==> src/rtl/nios2_control_ram_tester.sv <==
// nios2_control_ram_tester
//
// Purpose: fills a window of an on-chip RAM with an incrementing pattern
// P(i) = seed + i, reads the window back and counts mismatches. The RAM is
// an Avalon-MM slave with no waitrequest and a fixed read latency of one
// cycle, so a read issued in one cycle is checked at the end of the next.
//
// Ports:
//   clk, reset           single rising-edge clock, async active-high reset
//   start, abort         one-cycle pass request / terminate a running pass
//   base, length, seed   first word address, word count (0..2^ADDR_W), pattern seed
//   busy, done, aborted  pass active / one-cycle end pulse / last pass aborted
//   err_count            mismatches seen in the last pass
//   first_err_addr/data  address and read data of the first mismatch
//   address, byteenable, chipselect, write, writedata, clken, readdata
//                        Avalon-MM master towards the RAM slave
module nios2_control_ram_tester #(
    parameter int ADDR_W = 10,
    parameter int DATA_W = 32
) (
    input  logic              clk,
    input  logic              reset,
    input  logic              start,
    input  logic              abort,
    input  logic [ADDR_W-1:0] base,
    input  logic [ADDR_W:0]   length,
    input  logic [DATA_W-1:0] seed,
    output logic              busy,
    output logic              done,
    output logic              aborted,
    output logic [ADDR_W:0]   err_count,
    output logic [ADDR_W-1:0] first_err_addr,
    output logic [DATA_W-1:0] first_err_data,
    output logic [ADDR_W-1:0] address,
    output logic [3:0]        byteenable,
    output logic              chipselect,
    output logic              write,
    output logic [DATA_W-1:0] writedata,
    output logic              clken,
    input  logic [DATA_W-1:0] readdata
);

    typedef enum logic [2:0] {
        ST_IDLE,
        ST_WRITE,
        ST_READ,
        ST_DRAIN,
        ST_DONE
    } state_t;

    state_t            state, next_state;
    logic [ADDR_W:0]   cnt, next_cnt, cnt_inc;
    logic [ADDR_W-1:0] base_q;
    logic [ADDR_W:0]   len_q;
    logic [DATA_W-1:0] seed_q;

    logic              next_busy, next_done, next_cs, next_wr;
    logic [ADDR_W-1:0] next_addr;
    logic [DATA_W-1:0] next_wdata;
    logic              accept, abort_hit, issue_read;

    // Read pipeline: describes the read on the bus last cycle, whose data
    // arrives on readdata during this cycle.
    logic              pend_valid;
    logic [ADDR_W-1:0] pend_addr;
    logic [DATA_W-1:0] pend_exp;

    assign cnt_inc = cnt + {{ADDR_W{1'b0}}, 1'b1};

    // Next-state and next-output logic. Every bus/status output is the
    // registered copy of the value computed here, so the bus shows index
    // cnt during the cycle the FSM is in WRITE or READ for that index.
    always_comb begin
        next_state = state;
        next_cnt   = cnt;
        next_addr  = address;
        next_wdata = writedata;
        next_cs    = 1'b0;
        next_wr    = 1'b0;
        next_busy  = 1'b0;
        next_done  = 1'b0;
        accept     = 1'b0;
        abort_hit  = 1'b0;
        issue_read = 1'b0;
        case (state)
            ST_IDLE: begin
                if (start) begin
                    accept   = 1'b1;
                    next_cnt = '0;
                    if (length == '0) begin
                        next_state = ST_DONE;
                        next_done  = 1'b1;
                    end else begin
                        next_state = ST_WRITE;
                        next_addr  = base;
                        next_wdata = seed;
                        next_cs    = 1'b1;
                        next_wr    = 1'b1;
                        next_busy  = 1'b1;
                    end
                end
            end
            ST_WRITE: begin
                if (abort) begin
                    abort_hit  = 1'b1;
                    next_state = ST_DONE;
                    next_done  = 1'b1;
                end else if (cnt_inc == len_q) begin
                    next_state = ST_READ;
                    next_cnt   = '0;
                    next_addr  = base_q;
                    next_cs    = 1'b1;
                    next_busy  = 1'b1;
                end else begin
                    next_cnt   = cnt_inc;
                    next_addr  = base_q + cnt_inc[ADDR_W-1:0];
                    next_wdata = seed_q + DATA_W'(cnt_inc);
                    next_cs    = 1'b1;
                    next_wr    = 1'b1;
                    next_busy  = 1'b1;
                end
            end
            ST_READ: begin
                if (abort) begin
                    abort_hit  = 1'b1;
                    next_state = ST_DONE;
                    next_done  = 1'b1;
                end else begin
                    issue_read = 1'b1;
                    next_busy  = 1'b1;
                    if (cnt_inc == len_q) begin
                        next_state = ST_DRAIN;
                    end else begin
                        next_cnt  = cnt_inc;
                        next_addr = base_q + cnt_inc[ADDR_W-1:0];
                        next_cs   = 1'b1;
                    end
                end
            end
            ST_DRAIN: begin
                abort_hit  = abort;
                next_state = ST_DONE;
                next_done  = 1'b1;
            end
            ST_DONE: begin
                next_state = ST_IDLE;
            end
            default: begin
                next_state = ST_IDLE;
            end
        endcase
    end

    // State register and registered bus/status outputs.
    always_ff @(posedge clk or posedge reset) begin
        if (reset) begin
            state      <= ST_IDLE;
            cnt        <= '0;
            busy       <= 1'b0;
            done       <= 1'b0;
            chipselect <= 1'b0;
            write      <= 1'b0;
            address    <= '0;
            writedata  <= '0;
            clken      <= 1'b0;
            byteenable <= 4'h0;
        end else begin
            state      <= next_state;
            cnt        <= next_cnt;
            busy       <= next_busy;
            done       <= next_done;
            chipselect <= next_cs;
            write      <= next_wr;
            address    <= next_addr;
            writedata  <= next_wdata;
            clken      <= 1'b1;
            byteenable <= 4'hF;
        end
    end

    // Pass parameters, read pipeline and result registers. A read issued
    // in the cycle abort is seen never enters the pipeline, so it is never
    // compared; results only change on an accepted start or a comparison.
    always_ff @(posedge clk or posedge reset) begin
        if (reset) begin
            base_q         <= '0;
            len_q          <= '0;
            seed_q         <= '0;
            pend_valid     <= 1'b0;
            pend_addr      <= '0;
            pend_exp       <= '0;
            aborted        <= 1'b0;
            err_count      <= '0;
            first_err_addr <= '0;
            first_err_data <= '0;
        end else begin
            pend_valid <= issue_read;
            pend_addr  <= address;
            pend_exp   <= seed_q + DATA_W'(cnt);
            if (accept) begin
                base_q         <= base;
                len_q          <= length;
                seed_q         <= seed;
                aborted        <= 1'b0;
                err_count      <= '0;
                first_err_addr <= '0;
                first_err_data <= '0;
            end else begin
                if (abort_hit) begin
                    aborted <= 1'b1;
                end
                if (pend_valid && (readdata != pend_exp)) begin
                    err_count <= err_count + {{ADDR_W{1'b0}}, 1'b1};
                    if (err_count == '0) begin
                        first_err_addr <= pend_addr;
                        first_err_data <= readdata;
                    end
                end
            end
        end
    end

endmodule

==> config.mk <==
export PLATFORM = sky130hd
export DESIGN_NAME = nios2_control_ram_tester
export DESIGN_NICKNAME = d
export VERILOG_FILES = /design/src/rtl/nios2_control_ram_tester.sv
export SDC_FILE = /design/constraint.sdc
export NUM_CORES = 1
export LEC_CHECK = 0
export BUFFER_PORTS_ARGS = -buffer_cell sky130_fd_sc_hd__buf_2
export CAP_MARGIN = 20
export CORE_ASPECT_RATIO = 0.8
export CORE_MARGIN = 10
export CORE_UTILIZATION = 35
export CTS_BUF_LIST = sky130_fd_sc_hd__clkbuf_2
export DETAILED_ROUTE_END_ITERATION = 10
export PLACE_DENSITY = 0.55
export SLEW_MARGIN = 30
export SYNTH_ARGS = -nofsm -noshare
export SYNTH_HDL_FRONTEND = slang
export SYNTH_SLANG_ARGS = --single-unit
==> constraint.sdc <==
create_clock -name clk -period 19.4 [get_ports clk]
set_input_delay 2.91 -clock clk [delete_from_list [all_inputs] [get_ports clk]]
set_output_delay 2.91 -clock clk [all_outputs]
set_load 0.005 [all_outputs]
==> flow_summary.yaml <==
clock_network:
  insertion_delay_ns: 0.91
  cts_sinks: 211
  cts_resized: 0
  postCtsSetupBuffers: 0
  path_clk_slew_ns: 0.11
  ctsHoldBuffers: 0
  cts_tree: "done"
  cts_buffers: 57
  cts_htree_levels: 2
  cts-root-buf: "clkbuf_2"
  clk_path_buf_depth: 3
placement:
  dpl_worst_slack_ns: 14.04
  portBuffers: 193
  gp_congestion: 0.8922
  hpwl_mm: 25.01
  place_inst: 1629
worst_setup_path:
  cp.required_ns: 20.15
  cp_slowest_cell: "nand2_1"
  max_stage_delay_ns: 0.53
  startpoint_type: "input pin"
  path_class: "input pin to flop"
  cp_max_fo: 45
  worstPathArrival_ns: 5.22
  crit_chain: "buf_2, nor4_1, nand3_1, nand2_1, o211a_1, buf_4, inv_4, mux2_4"
  worstSetupEndpointType: "flop"
outcome:
  status: "finished, final reports clean"
job:
  cap_violations: 0
global_routing:
  overflow: 0
  grt_antenna_before_repair: 2
  grt_usage: 0.1697
  grt_first_pass_wirelength_mm: 53.12
  grt_pass1_vias: 9182
  grt_start_max_net_pins: 86
sta:
  timing.slew.headroom: 0.3737
  setup_viol: 0
  final_hold_viol_count: 0
  tns_ns: 0
  maxSlewViolCount: 0
  min_period_ns: 4.468
  worst_pin_slew_ns: 0.9368
  setup_ws_ns: 14.93
  timing.fmax_mhz: 223.8
  finalCritPeriodShare: 0.2303
  rsz0062_at_grt: "false"
  fin_skew_ns: 0.07003
min_path:
  hold_path.class: "flop to flop"
routing:
  viasPerCell: 5.067
  wl_per_cell_um: 19.50
  route.detailed.drc: 0
  final_antenna_net_count: 0
  drt-initial-drc-count: 601
  via_count: 8801
  wl_mm: 33.88
  first_pass_iters: 5
synthesis:
  ys_ff_latch: 211
  synth_async_sr_flop_share: 1.000
  synth_area_leaders: "dfrtp_1 47%, xnor2_1 6.1%, mux2_2 5.6%"
  yosysWarnings: 0
  synth_area_um2: 11140
  synth_top_area_share: 0.4741
  synth-edff-count: 0
  ys_seq_area_frac: 0.4741
  synth_cell_types: 79
  synth.largest_area_cell: "dfrtp_1"
  synthCells: 1058
  synthesis.nets: 1185
  syn_avg_cell_area_um2: 10.53
  synthFlopType: "dfrtp_1"
floorplan:
  pin_count: 194
  dieArea_um2: 39400
  row_count: 58
  dieHeight_um: 179.6
  initial_core_util: 0.3545
  core_area_um2: 31420
  die_w_um: 219.4
cells_and_area:
  nets: 1397
  fin_cells: 1737
  syn_to_final_growth_pct: 16.81
  fin_util: 0.4140
  layout-drive-gt1-share: 0.2852
power_and_ir_drop:
  ir_drop_uv: 68.92
  leakage_nw: 6.389
  p_per_area_nw_per_um2: 127.8
## cell families (layout without fill, tap and decap cells)
kind of cell / Yosys count / count (layout) / synth area share
compound gates: 182 / 182 / 0.1064
xor+xnor: 124 / 124 / 0.09751
fa+ha+maj: 39 / 39 / 0.04561
buf+inv: 83 / 340 / 0.03280
flops: 211 / 211 / 0.4741
mux: 107 / 107 / 0.1050
other cells: 1 / 3 / 0.0003367
simple gates: 311 / 311 / 0.1383
## area by class of cell
type,instances,area (µm²)
antenna,2,5.005
clock buffer,77,385.4
clock inverter,27,131.4
fill,3172,18410
inverter,33,133.9
multi-input combinational,764,5509
sequential,211,5281
tap,420,525.5
timing repair buffer,203,1039
## synthesized netlist by cell type (9+ instances only)
library cell / n
nand2b_1: 10
a21oi_1: 43
nand2_1: 69
xnor2_1: 77
nand3_1: 18
inv_1: 32
nor3_1: 25
clkbuf_1: 27
nor2_1: 104
a221oi_1: 9
xor2_1: 47
buf_2: 10
mux2_2: 55
nand4_1: 20
a31oi_1: 16
ha_1: 35
o21ai_0: 49
mux2i_1: 46
and3_1: 10
nor4_1: 10
dfrtp_1: 211
## stage by stage
step	power [mW]	area [µm²]	hold WS, ns
floorplan	1.128	11140	0.3910
global placement	1.352	12470	0.4155
detailed placement	1.359	12470	0.4126
CTS	1.688	12990	0.4375
global route	1.794	13010	0.4729
finish	1.663	13010	0.4297
## final timing paths
kind,start,endpoint,slack (ns),cells past startpoint
worst max-delay path,length[0],writedata[24]$_DFFE_PP0P_,14.93,8
max in group asynchronous,reset,clken$_DFF_PP0_,15.97,3
worst min register to register,address[4]$_DFFE_PP0P_,pend_addr[4]$_DFF_PP0_,0.43,0
worst min-delay path,address[4]$_DFFE_PP0P_,pend_addr[4]$_DFF_PP0_,0.43,0
min in group asynchronous,reset,writedata[9]$_DFFE_PP0P_,2.11,2
worst max register to register,cnt[0]$_DFFE_PP0P_,writedata[19]$_DFFE_PP0P_,15.44,12
## per-layer routing
layer  GRT usage  vias up  routed length [µm]
li1            -     4191                   -
met1      0.2393     4279               15960
met2      0.2517      280               14680
met3     0.04195       51                2577
met4     0.04792        0                 660
met5           0        -                   0
## cell usage in the layout, fill, tap and decap left out, types with 7 or more instances in the layout
| master | count |
|---|---|
| inv_1 | 31 |
| ha_1 | 35 |
| nor2_1 | 104 |
| nor4_1 | 10 |
| clkinv_1 | 22 |
| buf_4 | 9 |
| o22ai_1 | 7 |
| clkbuf_2 | 77 |
| xor2_1 | 47 |
| a21oi_1 | 42 |
| nand2b_1 | 10 |
| dfrtp_1 | 210 |
| nand3_1 | 18 |
| nand4_1 | 20 |
| buf_2 | 194 |
| a221oi_1 | 9 |
| mux2i_1 | 46 |
| mux2_2 | 55 |
| and3_1 | 10 |
| xnor2_1 | 77 |
| a31oi_1 | 16 |
| nand2_1 | 68 |
| nor3_1 | 23 |
| nor2b_1 | 8 |
| o21ai_0 | 49 |
## state kept, by name, indices dropped and copies added, names as in the netlist, 11 cells and up
signal and cells:
cnt 11, err_count 11, first_err_data 32, len_q 11, pend_exp 32, seed_q 32, writedata 32
## report_power, final
part           switching [mW]  internal [mW]
sequential              0.138          0.580
combinational           0.338          0.288
clock                   0.196          0.123
## worst max-delay path, delay by kind of cell
kind / cells / cell delay (ns)
buffers and inverters: 3 / 0.63
AOI/OAI and AO/OA: 1 / 0.25
and+or+nand+nor: 3 / 1.08
muxes: 1 / 0.32
Note: power is estimated with default switching activity, not from simulation.
